==> config.mk <==
export PLATFORM = sky130hd
export DESIGN_NAME = ram_port_arbiter
export DESIGN_NICKNAME = d
export VERILOG_FILES = /design/src/rtl/ram_port_arbiter_pkg.sv /design/src/rtl/ram_arb_starve_ctr.sv /design/src/rtl/ram_port_arbiter.sv
export SDC_FILE = /design/constraint.sdc
export NUM_CORES = 1
export LEC_CHECK = 0
export CORE_AREA = 2 2 107 109
export DETAILED_ROUTE_END_ITERATION = 10
export DIE_AREA = 0 0 109 111
export DONT_BUFFER_PORTS = 1
export GPL_TIMING_DRIVEN = 0
export PLACE_DENSITY_LB_ADDON = 0.25
export SETUP_SLACK_MARGIN = 0.02
export SYNTH_ARGS = -nofsm -noshare
export SYNTH_HDL_FRONTEND = slang
export SYNTH_SLANG_ARGS = --single-unit
export TNS_END_PERCENT = 10
==> constraint.sdc <==
create_clock -name clk -period 3.4 [get_ports clk]
set_clock_uncertainty 0.05 [all_clocks]
set_input_delay 0.34 -clock clk [delete_from_list [all_inputs] [get_ports clk]]
set_output_delay 0.34 -clock clk [all_outputs]
set_load 0.1 [all_outputs]
==> src/rtl/ram_port_arbiter_pkg.sv <==
// Shared types for the single-port RAM arbiter: read-owner encoding, RAM
// command stage record and the starvation counter sizing helper.
package ram_port_arbiter_pkg;

    localparam int STARVE_LIMIT_DEF = 3;

    typedef enum logic [1:0] {
        OWN_NONE = 2'd0,
        OWN_IF   = 2'd1,
        OWN_MEM  = 2'd2
    } owner_e;

    typedef struct packed {
        logic [31:0] addr;
        logic        we;
        logic [31:0] wdata;
        logic [3:0]  wstrb;
    } ram_cmd_t;

    // Counter must hold STARVE_LIMIT itself and is never narrower than 2 bits.
    function automatic int ctr_width(input int limit);
        int w;
        w = $clog2(limit + 1);
        return (w < 2) ? 2 : w;
    endfunction

endpackage

==> src/rtl/ram_arb_starve_ctr.sv <==
// Counts data-port grants taken while a fetch request waits and flags when
// the fetch port must be served next.
module ram_arb_starve_ctr
    import ram_port_arbiter_pkg::*;
#(
    parameter int STARVE_LIMIT = STARVE_LIMIT_DEF
) (
    input  logic clk,
    input  logic reset_n,
    input  logic i_if_req,
    input  logic i_if_gnt,
    input  logic i_mem_gnt,
    output logic o_starved
);

    localparam int             W     = ctr_width(STARVE_LIMIT);
    localparam logic [W-1:0]   LIMIT = W'(STARVE_LIMIT);

    logic [W-1:0] r_cnt;

    // Consecutive data grants seen by a waiting fetch request.
    always_ff @(posedge clk) begin
        if (!reset_n) begin
            r_cnt <= '0;
        end else if (i_if_gnt || !i_if_req) begin
            r_cnt <= '0;
        end else if (i_mem_gnt && (r_cnt != LIMIT)) begin
            r_cnt <= r_cnt + {{(W-1){1'b0}}, 1'b1};
        end else begin
            r_cnt <= r_cnt;
        end
    end

    assign o_starved = i_if_req && (r_cnt == LIMIT);

endmodule

==> src/rtl/ram_port_arbiter.sv <==
// Arbitrates a fetch port and a data port onto one single-port RAM with
// one-cycle read latency, data-priority and bounded fetch starvation.
module ram_port_arbiter
    import ram_port_arbiter_pkg::*;
#(
    parameter int STARVE_LIMIT = STARVE_LIMIT_DEF
) (
    input  logic        clk,
    input  logic        reset_n,
    input  logic        if_req,
    input  logic [31:0] if_addr,
    output logic        if_gnt,
    output logic        if_rvalid,
    output logic [31:0] if_rdata,
    input  logic        mem_req,
    input  logic        mem_we,
    input  logic [31:0] mem_addr,
    input  logic [31:0] mem_wdata,
    input  logic [3:0]  mem_wstrb,
    output logic        mem_gnt,
    output logic        mem_rvalid,
    output logic [31:0] mem_rdata,
    output logic [31:0] ram_addr,
    output logic        ram_we,
    output logic [31:0] ram_wdata,
    output logic [3:0]  ram_wstrb,
    input  logic [31:0] ram_rdata
);

    logic        w_starved;
    owner_e      r_owner;
    owner_e      w_owner_nxt;
    ram_cmd_t    w_cmd;
    logic [31:0] r_ram_addr;
    logic [31:0] r_if_rdata;
    logic [31:0] r_mem_rdata;

    ram_arb_starve_ctr #(
        .STARVE_LIMIT (STARVE_LIMIT)
    ) u_starve (
        .clk       (clk),
        .reset_n   (reset_n),
        .i_if_req  (if_req),
        .i_if_gnt  (if_gnt),
        .i_mem_gnt (mem_gnt),
        .o_starved (w_starved)
    );

    // Grant selection: data port first unless the fetch port has starved.
    always_comb begin
        if_gnt  = 1'b0;
        mem_gnt = 1'b0;
        if (!reset_n) begin
            if_gnt  = 1'b0;
            mem_gnt = 1'b0;
        end else if (if_req && (w_starved || !mem_req)) begin
            if_gnt = 1'b1;
        end else if (mem_req) begin
            mem_gnt = 1'b1;
        end else begin
            if_gnt  = 1'b0;
            mem_gnt = 1'b0;
        end
    end

    // RAM command mux and the owner of the read that returns next cycle.
    always_comb begin
        w_cmd       = '{addr: r_ram_addr, we: 1'b0, wdata: 32'h0000_0000, wstrb: 4'h0};
        w_owner_nxt = OWN_NONE;
        if (!reset_n) begin
            w_cmd.addr = 32'h0000_0000;
        end else if (if_gnt) begin
            w_cmd.addr  = if_addr;
            w_owner_nxt = OWN_IF;
        end else if (mem_gnt) begin
            w_cmd.addr  = mem_addr;
            w_cmd.we    = mem_we;
            w_cmd.wdata = mem_wdata;
            w_cmd.wstrb = mem_wstrb;
            w_owner_nxt = mem_we ? OWN_NONE : OWN_MEM;
        end else begin
            w_cmd.addr = r_ram_addr;
        end
    end

    assign ram_addr  = w_cmd.addr;
    assign ram_we    = w_cmd.we;
    assign ram_wdata = w_cmd.wdata;
    assign ram_wstrb = w_cmd.wstrb;

    // Route returning read data to its owner; the other port keeps its last data.
    always_comb begin
        if_rvalid  = 1'b0;
        mem_rvalid = 1'b0;
        if_rdata   = r_if_rdata;
        mem_rdata  = r_mem_rdata;
        if (!reset_n) begin
            if_rdata  = 32'h0000_0000;
            mem_rdata = 32'h0000_0000;
        end else begin
            case (r_owner)
                OWN_IF: begin
                    if_rvalid = 1'b1;
                    if_rdata  = ram_rdata;
                end
                OWN_MEM: begin
                    mem_rvalid = 1'b1;
                    mem_rdata  = ram_rdata;
                end
                default: begin
                    if_rvalid  = 1'b0;
                    mem_rvalid = 1'b0;
                end
            endcase
        end
    end

    // Owner, held RAM address and last delivered data per port.
    always_ff @(posedge clk) begin
        if (!reset_n) begin
            r_owner     <= OWN_NONE;
            r_ram_addr  <= 32'h0000_0000;
            r_if_rdata  <= 32'h0000_0000;
            r_mem_rdata <= 32'h0000_0000;
        end else begin
            r_owner     <= w_owner_nxt;
            r_ram_addr  <= w_cmd.addr;
            r_if_rdata  <= if_rdata;
            r_mem_rdata <= mem_rdata;
        end
    end

endmodule

==> results of run 1 <==
-- stage by stage --
step           utilization [%]  worst slack (ns)
2_1_floorplan                -           -0.0361
3_3_place_gp              50.1            -0.669
3_5_place_dp              53.0             0.679
4_1_cts                   55.8             0.296
5_1_grt                   55.8             0.240
6_report                  55.8             0.318
-- cells by family (layout without fill, tap and decap cells) --
group / after synthesis / in the layout / share of synthesized area (%)
compound gates: 163 / 163 / 26.9
fa+ha+maj: 1 / 1 / 0.233
buf+inv: 51 / 68 / 5.34
flops: 100 / 100 / 37.3
mux: 32 / 32 / 8.74
simple gates: 273 / 273 / 21.5
-- sequential cells by signal, summed over array words and instances (netlist names) --
signal	count
r_if_rdata	32
r_ram_addr	32
r_mem_rdata	32
u_starve.r_cnt	2
r_owner	2
-- per-layer routing --
layer,vias to the layer above,GRT usage (%),part of all wire (%),wire length [um]
met2,195,45.6,52,8080
met4,0,10.1,2.4,378
met1,2118,28.4,37,5750
li1,2131,-,-,-
met5,-,0,0,0
met3,27,8.05,8.9,1390
-- cell usage in the layout, fill, tap and decap left out, drive strengths merged, types with 2 or more instances in the layout --
cell type	synthesis	final
and2	39	39
nor2b	3	3
a21boi	128	128
o221ai	32	32
a21oi	2	2
dfxtp	100	100
nor2	96	96
nand2	130	130
clkbuf	14	26
buf	36	36
mux2	32	32
nand2b	2	2
inv	1	2
clkinv	0	2
-- cell type report --
type	count	area [um2]	area share (%)
plain buffers	50	283	4.57
clock buffers	12	246	3.99
clock inverters	4	56.3	0.910
inverters	1	3.75	0.0607
multi-input cells	469	3400	55.0
flip-flops and latches	100	2000	32.4
well taps	143	179	2.89
repair buffers	1	10.0	0.162
-- power by group --
group	internal (mW)	total, mW	switching [mW]	leakage, nW
logic	0.175	0.911	0.735	1.27
clock network	0.597	1.05	0.457	0.147
registers	1.23	1.24	0.0146	0.819
total	2.00	3.20	1.21	2.23
-- final timing paths --
| check | to | slack (ns) | cells past startpoint |
|---|---|---|---|
| setup reg to reg | r_ram_addr[5] | 1.89 | 5 |
| hold reg to reg | u_starve.r_cnt[0] | 0.39 | 1 |
| setup / recovery | ram_wdata[30] | 0.32 | 5 |
| hold / removal | r_ram_addr[19] | 0.1 | 2 |
-- worst max-delay path, cell delays in order, from the launching register on --
cell and delay (ns):
dfxtp_1 0.32, ha_1 0.26, nand2_2 0.15, and3_4 0.23, buf_2 0.49, and2_1 0.88
==> flow_summary.toml, run 1 <==
[yosys]
synthArstFlopShare_pct = 0
synth_common_cells = "129 x nand2_1, 127 x a21boi_0, 100 x dfxtp_1, 96 x nor2_1, 39 x and2_1"
synthTopCellsByArea = "dfxtp_1 37%, a21boi_0 18%, nand2_1 9.0%, mux2_4 8.1%, o221ai_2 8.1%"
ys_seq_elements = 100
synth_seq_area_share_pct = 37.3
ys_types = 24
syn_nets = 758
synth_ff_type = "dfxtp_1"
synthCells = 620
synth-edff-count = 0
yosysWarnings = 0
yosysMostFrequentCell = "nand2_1"
netlist_area_um2 = 5370
syn_area_per_cell_um2 = 8.66
synth_top_area_share_pct = 37.3
synth_top_cell_by_area = "dfxtp_1"

[floorplanning]
dieWidth_um = 109
start_util_pct = 48.5
rows = 39
ios = 274
dieHeight_um = 111
die_area_um2 = 12100
core_um2 = 11100

[critical_path]
cp-start-kind = "flip-flop"
reg2reg_from = "u_starve.r_cnt[0]"
crit_required_ns = 3.01
crit_type = "reg -> out"
cp-startpoint = "u_starve.r_cnt[0]"
path_max_fanout = 10
crit_arrival_ns = 2.69
cp-end-kind = "output pin"

[layout]
instances_no_fill = 780
syn2layout_area_growth_pct = 15.2
postLayoutCellArea_um2 = 6180
nets = 770
drive_above_1_share_pct = 33.1
num-fill-cells = 971
diodes = 0

[grt]
grt_overflow_total = 0
grt_pass1_vias = 4494
grt_usage_pct = 25.9
grt_first_pass_wirelength_um = 24000
antenna_found_initial = 0
grt_start_max_net_pins = 17

[worst_hold_path]
hp-class = "in -> reg"
min-delay-start = "mem_addr[19]"

[placement]
port_buffers = 0
gp_congestion = 0.912
placed_area_um2 = 5870
dp.cells = 763
hpwl_um = 12300

[status]
status = "complete, no violations"

[detailed_routing]
drc = 0
drtIter0Drc = 192
vias_per_cell = 5.73
firstDrtPassIters = 4
wl_per_cell_um = 20.0
vias = 4471
wl_um = 15600
postRouteAntennaNets = 0

[job]
cap_violations = 0

[timing]
layout_min_cycle_time_ns = 3.08
drv_slew = 0
slew_headroom_pct = 11.3
tns_ns = 0
tightest_slew_ns = 1.32
rsz0062_at_grt = "false"
min_period_over_period_pct = 90.6
fin_worst_hold_slack_ns = 0.0953
setup_viol_count_final = 0
timing.fmax_ghz = 0.325
finalHoldViolCount = 0

[clock_network]
clk_latency_ns = 0.34
cts_tree = "built"
hold_buffers = 1
post_cts.repair.setup_buffers = 0
cts_buffers = 9
ctsHtreeMaxLevel = 3
clock_sinks = 100
cts_root_buf = "clkbuf_16"
ctsLongestPathBuffers = 2
cts.clk_slew.worst_paths_ns = 0.07
cts_resized = 0

[power]
power.density_nw_per_um2 = 518
irDropWorstVdd_v = 0.000283
p_leak_nw = 2.23
finalPower_mw = 3.20
(Power assumes the default switching activity.)
==> inputs of run 2 (changes only) <==
--- a/config.mk
+++ b/config.mk
@@ -5,12 +5,14 @@
 export SDC_FILE = /design/constraint.sdc
 export NUM_CORES = 1
 export LEC_CHECK = 0
-export CORE_AREA = 2 2 107 109
+export ABC_AREA = 1
+export CORE_AREA = 2 2 105 107
 export DETAILED_ROUTE_END_ITERATION = 10
-export DIE_AREA = 0 0 109 111
+export DIE_AREA = 0 0 107 109
 export DONT_BUFFER_PORTS = 1
 export GPL_TIMING_DRIVEN = 0
 export PLACE_DENSITY_LB_ADDON = 0.25
+export RECOVER_POWER = 100
 export SETUP_SLACK_MARGIN = 0.02
 export SYNTH_ARGS = -nofsm -noshare
 export SYNTH_HDL_FRONTEND = slang
==> flow_summary.toml, run 2 <==
[detailed_routing]
firstDrtPassIters = 4
vias_per_cell = 5.13
wl_per_cell_um = 14.6
vias = 4697
drc = 0
postRouteAntennaNets = 0
drtIter0Drc = 166
wl_um = 13400

[grt]
grt_overflow_total = 0
grt_start_max_net_pins = 17
grt_pass1_vias = 4264
antenna_found_initial = 0
grt_first_pass_wirelength_um = 20200
grt_usage_pct = 21.9

[timing]
rsz0062_at_grt = "false"
fin_worst_hold_slack_ns = 0.0366
tightest_slew_ns = 1.79
timing.fmax_ghz = 0.326
setup_viol_count_final = 0
finalHoldViolCount = 0
layout_min_cycle_time_ns = 3.07
drv_slew = 5
tns_ns = 0
min_period_over_period_pct = 90.2
slew_headroom_pct = -19.8

[layout]
drive_above_1_share_pct = 24.7
num-fill-cells = 1071
diodes = 0
final_common_cell = "nor2_1"
nets = 909
instances_no_fill = 916
syn2layout_area_growth_pct = 12.7
final_cell_mix = "197 x nor2_1, 134 x nor2_2, 100 x dfxtp_1"
top_regs = "r_if_rdata: 32 flops, r_mem_rdata: 32 flops, r_ram_addr: 32 flops"

[power]
power_frac_seq_pct = 42.7
irDropWorstVdd_v = 0.000227
switching_share_pct = 44.5
power.density_nw_per_um2 = 530
power_frac_clock_pct = 23.2
p_int_mw = 1.63
p_leak_nw = 2.48
p_comb_share_pct = 34.0
p_switching_mw = 1.31

[yosys]
synth-edff-count = 0
syn_area_per_cell_um2 = 6.46
synthTopCellsByArea = "dfxtp_1 41%, nor2_1 25%, o21ai_0 9.0%, inv_1 6.0%, nand3_1 3.4%"
netlist_area_um2 = 4910
yosysMostFrequentCell = "nor2_1"
synth_ff_type = "dfxtp_1"
synth_top_cell_by_area = "dfxtp_1"
synth_top_area_share_pct = 40.8
synth_seq_area_share_pct = 40.8
ys_types = 20
synth_common_cells = "321 x nor2_1, 100 x dfxtp_1, 88 x o21ai_0, 78 x inv_1, 36 x nand2_1"
synthArstFlopShare_pct = 0
syn_nets = 898
ys_seq_elements = 100
yosysWarnings = 0
synthCells = 760

[critical_path]
path_max_fanout = 10
reg2reg_to = "r_ram_addr[17]"
cp-startpoint = "u_starve.r_cnt[0]"
ff2ff_setup_slack_ns = 1.46
crit_type = "reg -> out"
cp-end-kind = "output pin"
crit_arrival_ns = 2.68
reg2reg_from = "u_starve.r_cnt[0]"
crit_required_ns = 3.01
cp-endpoint = "ram_addr[26]"
ff2ff_path_depth = 7
cp-start-kind = "flip-flop"

[clock_network]
cts_resized = 0
cts_tree = "built"
cts_root_buf = "clkbuf_8"
clock_sinks = 100
hold_buffers = 0
cts.clk_slew.worst_paths_ns = 0.09
cts_buffers = 9
post_cts.repair.setup_buffers = 0
ctsHtreeMaxLevel = 3
clk_latency_ns = 0.36
ctsLongestPathBuffers = 2

[floorplanning]
die_area_um2 = 11700
start_util_pct = 46.3
rows = 38
dieHeight_um = 109
core_um2 = 10600
dieWidth_um = 107
ios = 274

[placement]
dp.cells = 900
hpwl_um = 10500
gp_congestion = 0.839
port_buffers = 0

[job]
cap_violations = 5

[status]
status = "finished, violations left"
violations = "max-capacitance violations, max-slew violations"

[worst_hold_path]
hp-class = "in -> reg"
==> run 2: final cells by class <==
class | count | area [um2] | share of cell area [%]
flip-flops and latches | 100 | 2000 | 36.2
multi-input cells | 532 | 2590 | 46.9
clock buffers | 10 | 128 | 2.31
well taps | 140 | 175 | 3.17
clock inverters | 6 | 40.0 | 0.723
inverters | 80 | 300 | 5.43
plain buffers | 48 | 294 | 5.31
==> run 2: cells by family after synthesis <==
kind of cell / after synthesis / synth area share (%)
DFF: 100 / 40.8
and+or+nand+nor: 403 / 32.3
AOI/OAI and AO/OA: 128 / 14.3
adders and majority gates: 1 / 0.255
buffers and inverters: 128 / 12.4
==> run 2: through the flow <==
| stage | cell area (um2) | worst slack, ns | util [%] | power (mW) |
|---|---|---|---|---|
| after CTS | 5590 | 0.447 | 52.7 | 2.96 |
| after floorplan | 4910 | 0.648 | - | 2.16 |
| after global placement | 5080 | 0.381 | 48.0 | 2.22 |
| after detailed placement | 5420 | 0.864 | 51.1 | 2.29 |
| final | 5530 | 0.332 | 52.2 | 2.93 |
| after global routing | 5530 | 0.159 | 52.2 | 3.06 |
==> run 2: worst min-delay path by stage <==
stage / endpoint / slack, ns / cells after the start / start
floorplan: u_starve.r_cnt[0] / 0.35 / 1 / u_starve.r_cnt[0]
global placement: u_starve.r_cnt[0] / 0.36 / 1 / u_starve.r_cnt[0]
detailed placement: u_starve.r_cnt[0] / 0.38 / 1 / u_starve.r_cnt[0]
CTS: r_owner[1] / 0.02 / 1 / mem_we
global route: r_owner[1] / 0.009 / 1 / mem_we
finish: r_owner[1] / 0.04 / 1 / mem_we
==> run 2: power groups by stage <==
| stage | registers (mW) | clock network [mW] | logic, mW |
|---|---|---|---|
| final | 1.25 | 0.681 | 0.998 |
| after global routing | 1.26 | 0.754 | 1.05 |
| after CTS | 1.25 | 0.695 | 1.01 |
| after detailed placement | 1.28 | 0 | 1.01 |
| after global placement | 1.28 | 0 | 0.946 |
| after floorplan | 1.28 | 0 | 0.885 |
==> run 2: layer usage <==
layer	GRT usage [%]	share of wire (%)
met2	39.8	50
met5	0	0
met3	5.92	7.9
met1	24.5	39
met4	8.63	2.3
==> run 2: critical path: stages, from the launching register on <==
cell and delay, ns:
dfxtp_1 0.33, ha_1 0.21, nand2_1 0.09, buf_2 0.24, clkbuf_1 0.34, nand3_1 0.13
nand2_1 0.09, nor2_1 0.06, nor2_2 0.82
==> inputs of run 3 (changes only) <==
--- a/config.mk
+++ b/config.mk
@@ -5,10 +5,9 @@
 export SDC_FILE = /design/constraint.sdc
 export NUM_CORES = 1
 export LEC_CHECK = 0
-export ABC_AREA = 1
-export CORE_AREA = 2 2 105 107
+export CORE_AREA = 2 2 107 109
 export DETAILED_ROUTE_END_ITERATION = 10
-export DIE_AREA = 0 0 107 109
+export DIE_AREA = 0 0 109 111
 export DONT_BUFFER_PORTS = 1
 export GPL_TIMING_DRIVEN = 0
 export PLACE_DENSITY_LB_ADDON = 0.25
==> flow_summary.toml, run 3 (same netlist as run 1, synthesis figures left out) <==
[layout]
top_regs = "r_if_rdata: 32 flops, r_mem_rdata: 32 flops, r_ram_addr: 32 flops"
diodes = 0
syn2layout_area_growth_pct = 13.9
final_common_cell = "nand2_1"
instances_no_fill = 780
nets = 770
final_cell_mix = "130 x nand2_1, 100 x dfxtp_1, 66 x nor2_1"
postLayoutCellArea_um2 = 6110
final_core_util_pct = 55.2
drive_above_1_share_pct = 29.4

[clock_network]
post_cts.repair.setup_buffers = 0
ctsHtreeMaxLevel = 3
cts_tree = "built"
ctsLongestPathBuffers = 2
cts.clk_slew.worst_paths_ns = 0.07
cts_root_buf = "clkbuf_16"
cts_buffers = 9
clock_sinks = 100
clk_latency_ns = 0.35

[grt]
grt_usage_pct = 25.9
grt_util_met2_pct = 45.6
grt.busiest_layer = "met2"
grt_start_max_net_pins = 17
use_met1_pct = 28.4
antenna_found_initial = 0
gr-usage-met3_pct = 8.05
grt_first_pass_wirelength_um = 24000
grt_overflow_total = 0
grt_pass1_vias = 4494

[detailed_routing]
vias = 4481
drc = 0
wl_um = 15700
wl_per_cell_um = 20.1
vias_per_cell = 5.74
postRouteAntennaNets = 0
drtIter0Drc = 215
firstDrtPassIters = 4

[power]
irDropWorstVdd_v = 0.000281
p_leak_nw = 2.18
power.density_nw_per_um2 = 523
p_int_mw = 1.99
finalPower_mw = 3.20
p_comb_share_pct = 28.2
power_frac_clock_pct = 33.0
switching_share_pct = 37.7
power_frac_seq_pct = 38.8
p_switching_mw = 1.21

[critical_path]
reg2reg_to = "r_ram_addr[25]"
ff2ff_setup_slack_ns = 1.57
ff2ff_path_depth = 5
crit_type = "reg -> out"
cp-start-kind = "flip-flop"
crit_required_ns = 3.01
reg2reg_from = "u_starve.r_cnt[0]"
cp-end-kind = "output pin"
crit_arrival_ns = 2.79
path_max_fanout = 10

[floorplanning]
ios = 274
die_area_um2 = 12100
rows = 39
start_util_pct = 48.5
core_um2 = 11100
dieHeight_um = 111
dieWidth_um = 109

[timing]
min_period_over_period_pct = 93.4
finalHoldViolCount = 0
fin_worst_hold_slack_ns = 0.0850
setup_viol_count_final = 0
tightest_slew_ns = 2.10
worst_slack_ns = 0.223
drv_slew = 4
rsz0062_at_grt = "false"
timing.fmax_ghz = 0.315
slew_headroom_pct = -39.8
tns_ns = 0
layout_min_cycle_time_ns = 3.18

[worst_hold_path]
holdPathEnd = "r_ram_addr[0]"
hp-class = "in -> reg"
min-delay-start = "mem_addr[0]"
hold_depth = 2

[status]
violations = "max-capacitance violations, max-slew violations"
status = "finished, violations left"

[placement]
gp_congestion = 0.912
placed_area_um2 = 5870
port_buffers = 0
dp.cells = 763
hpwl_um = 12300
preCtsSetupSlack_ns = 0.679

[job]
cap_violations = 4
==> run 3: cell count changes in the layout (fill, tap and decap cells not counted), sizes merged, moves of 3 or more <==
cell | previous run | this run
nor2b | 0 | 3
and2 | 0 | 39
a21oi | 32 | 2
a21boi | 0 | 128
nor2 | 331 | 96
nand2 | 39 | 130
nand3 | 33 | 0
clkbuf | 32 | 38
inv | 81 | 2
o221ai | 0 | 32
mux2 | 0 | 32
o21ai | 96 | 0
==> run 3: worst max-delay path by stage <==
| stage | endpoint | slack, ns | from |
|---|---|---|---|
| 3_5_place_dp | ram_wdata[30] | 0.68 | u_starve.r_cnt[0] |
| 2_1_floorplan | if_rdata[0] | -0.04 | reset_n |
| 5_1_grt | ram_addr[25] | 0.13 | u_starve.r_cnt[0] |
| 6_report | ram_addr[25] | 0.22 | u_starve.r_cnt[0] |
| 3_3_place_gp | mem_rdata[21] | -0.67 | reset_n |
| 4_1_cts | ram_wdata[30] | 0.30 | u_starve.r_cnt[0] |
==> run 3: what timing repair did <==
action | 4_1_cts | 5_1_grt
gates resized for setup | 0 | 0
hold buffers | 1 | 0
endpoints found under the hold margin | 1 | 0
endpoints found under the setup margin | 0 | 0
==> run 3: layout make-up <==
class | count | area (um2)
clock buffer | 12 | 246
multi-input combinational | 469 | 3350
inverter | 1 | 3.75
timing repair buffer | 1 | 10.0
clock inverter | 4 | 56.3
buffer | 50 | 268
tap | 143 | 179
sequential | 100 | 2000
fill | 989 | 4960
==> run 3: worst max-delay path: stages, from the launching register on <==
cell	delay, ns
dfxtp_1	0.32
ha_1	0.25
nand2_1	0.21
clkbuf_1	0.60
o221ai_2	0.20
nor2_2	0.85
==> run 3: routing by layer <==
metal  part of all wire [%]  up-vias  wire length, um
li1                       -     2132                -
met5                      0        -                0
met2                     51      197             8060
met4                    2.6        0              408
met1                     37     2122             5750
met3                    9.2       30             1430
==> run 3: power by group through the flow <==
stage / Clock (mW) / Combinational [mW] / Sequential, mW
CTS: 1.08 / 0.914 / 1.24
global placement: 0 / 0.862 / 1.26
global route: 1.12 / 0.938 / 1.24
detailed placement: 0 / 0.911 / 1.27
finish: 1.06 / 0.903 / 1.24
floorplan: 0 / 0.801 / 1.26
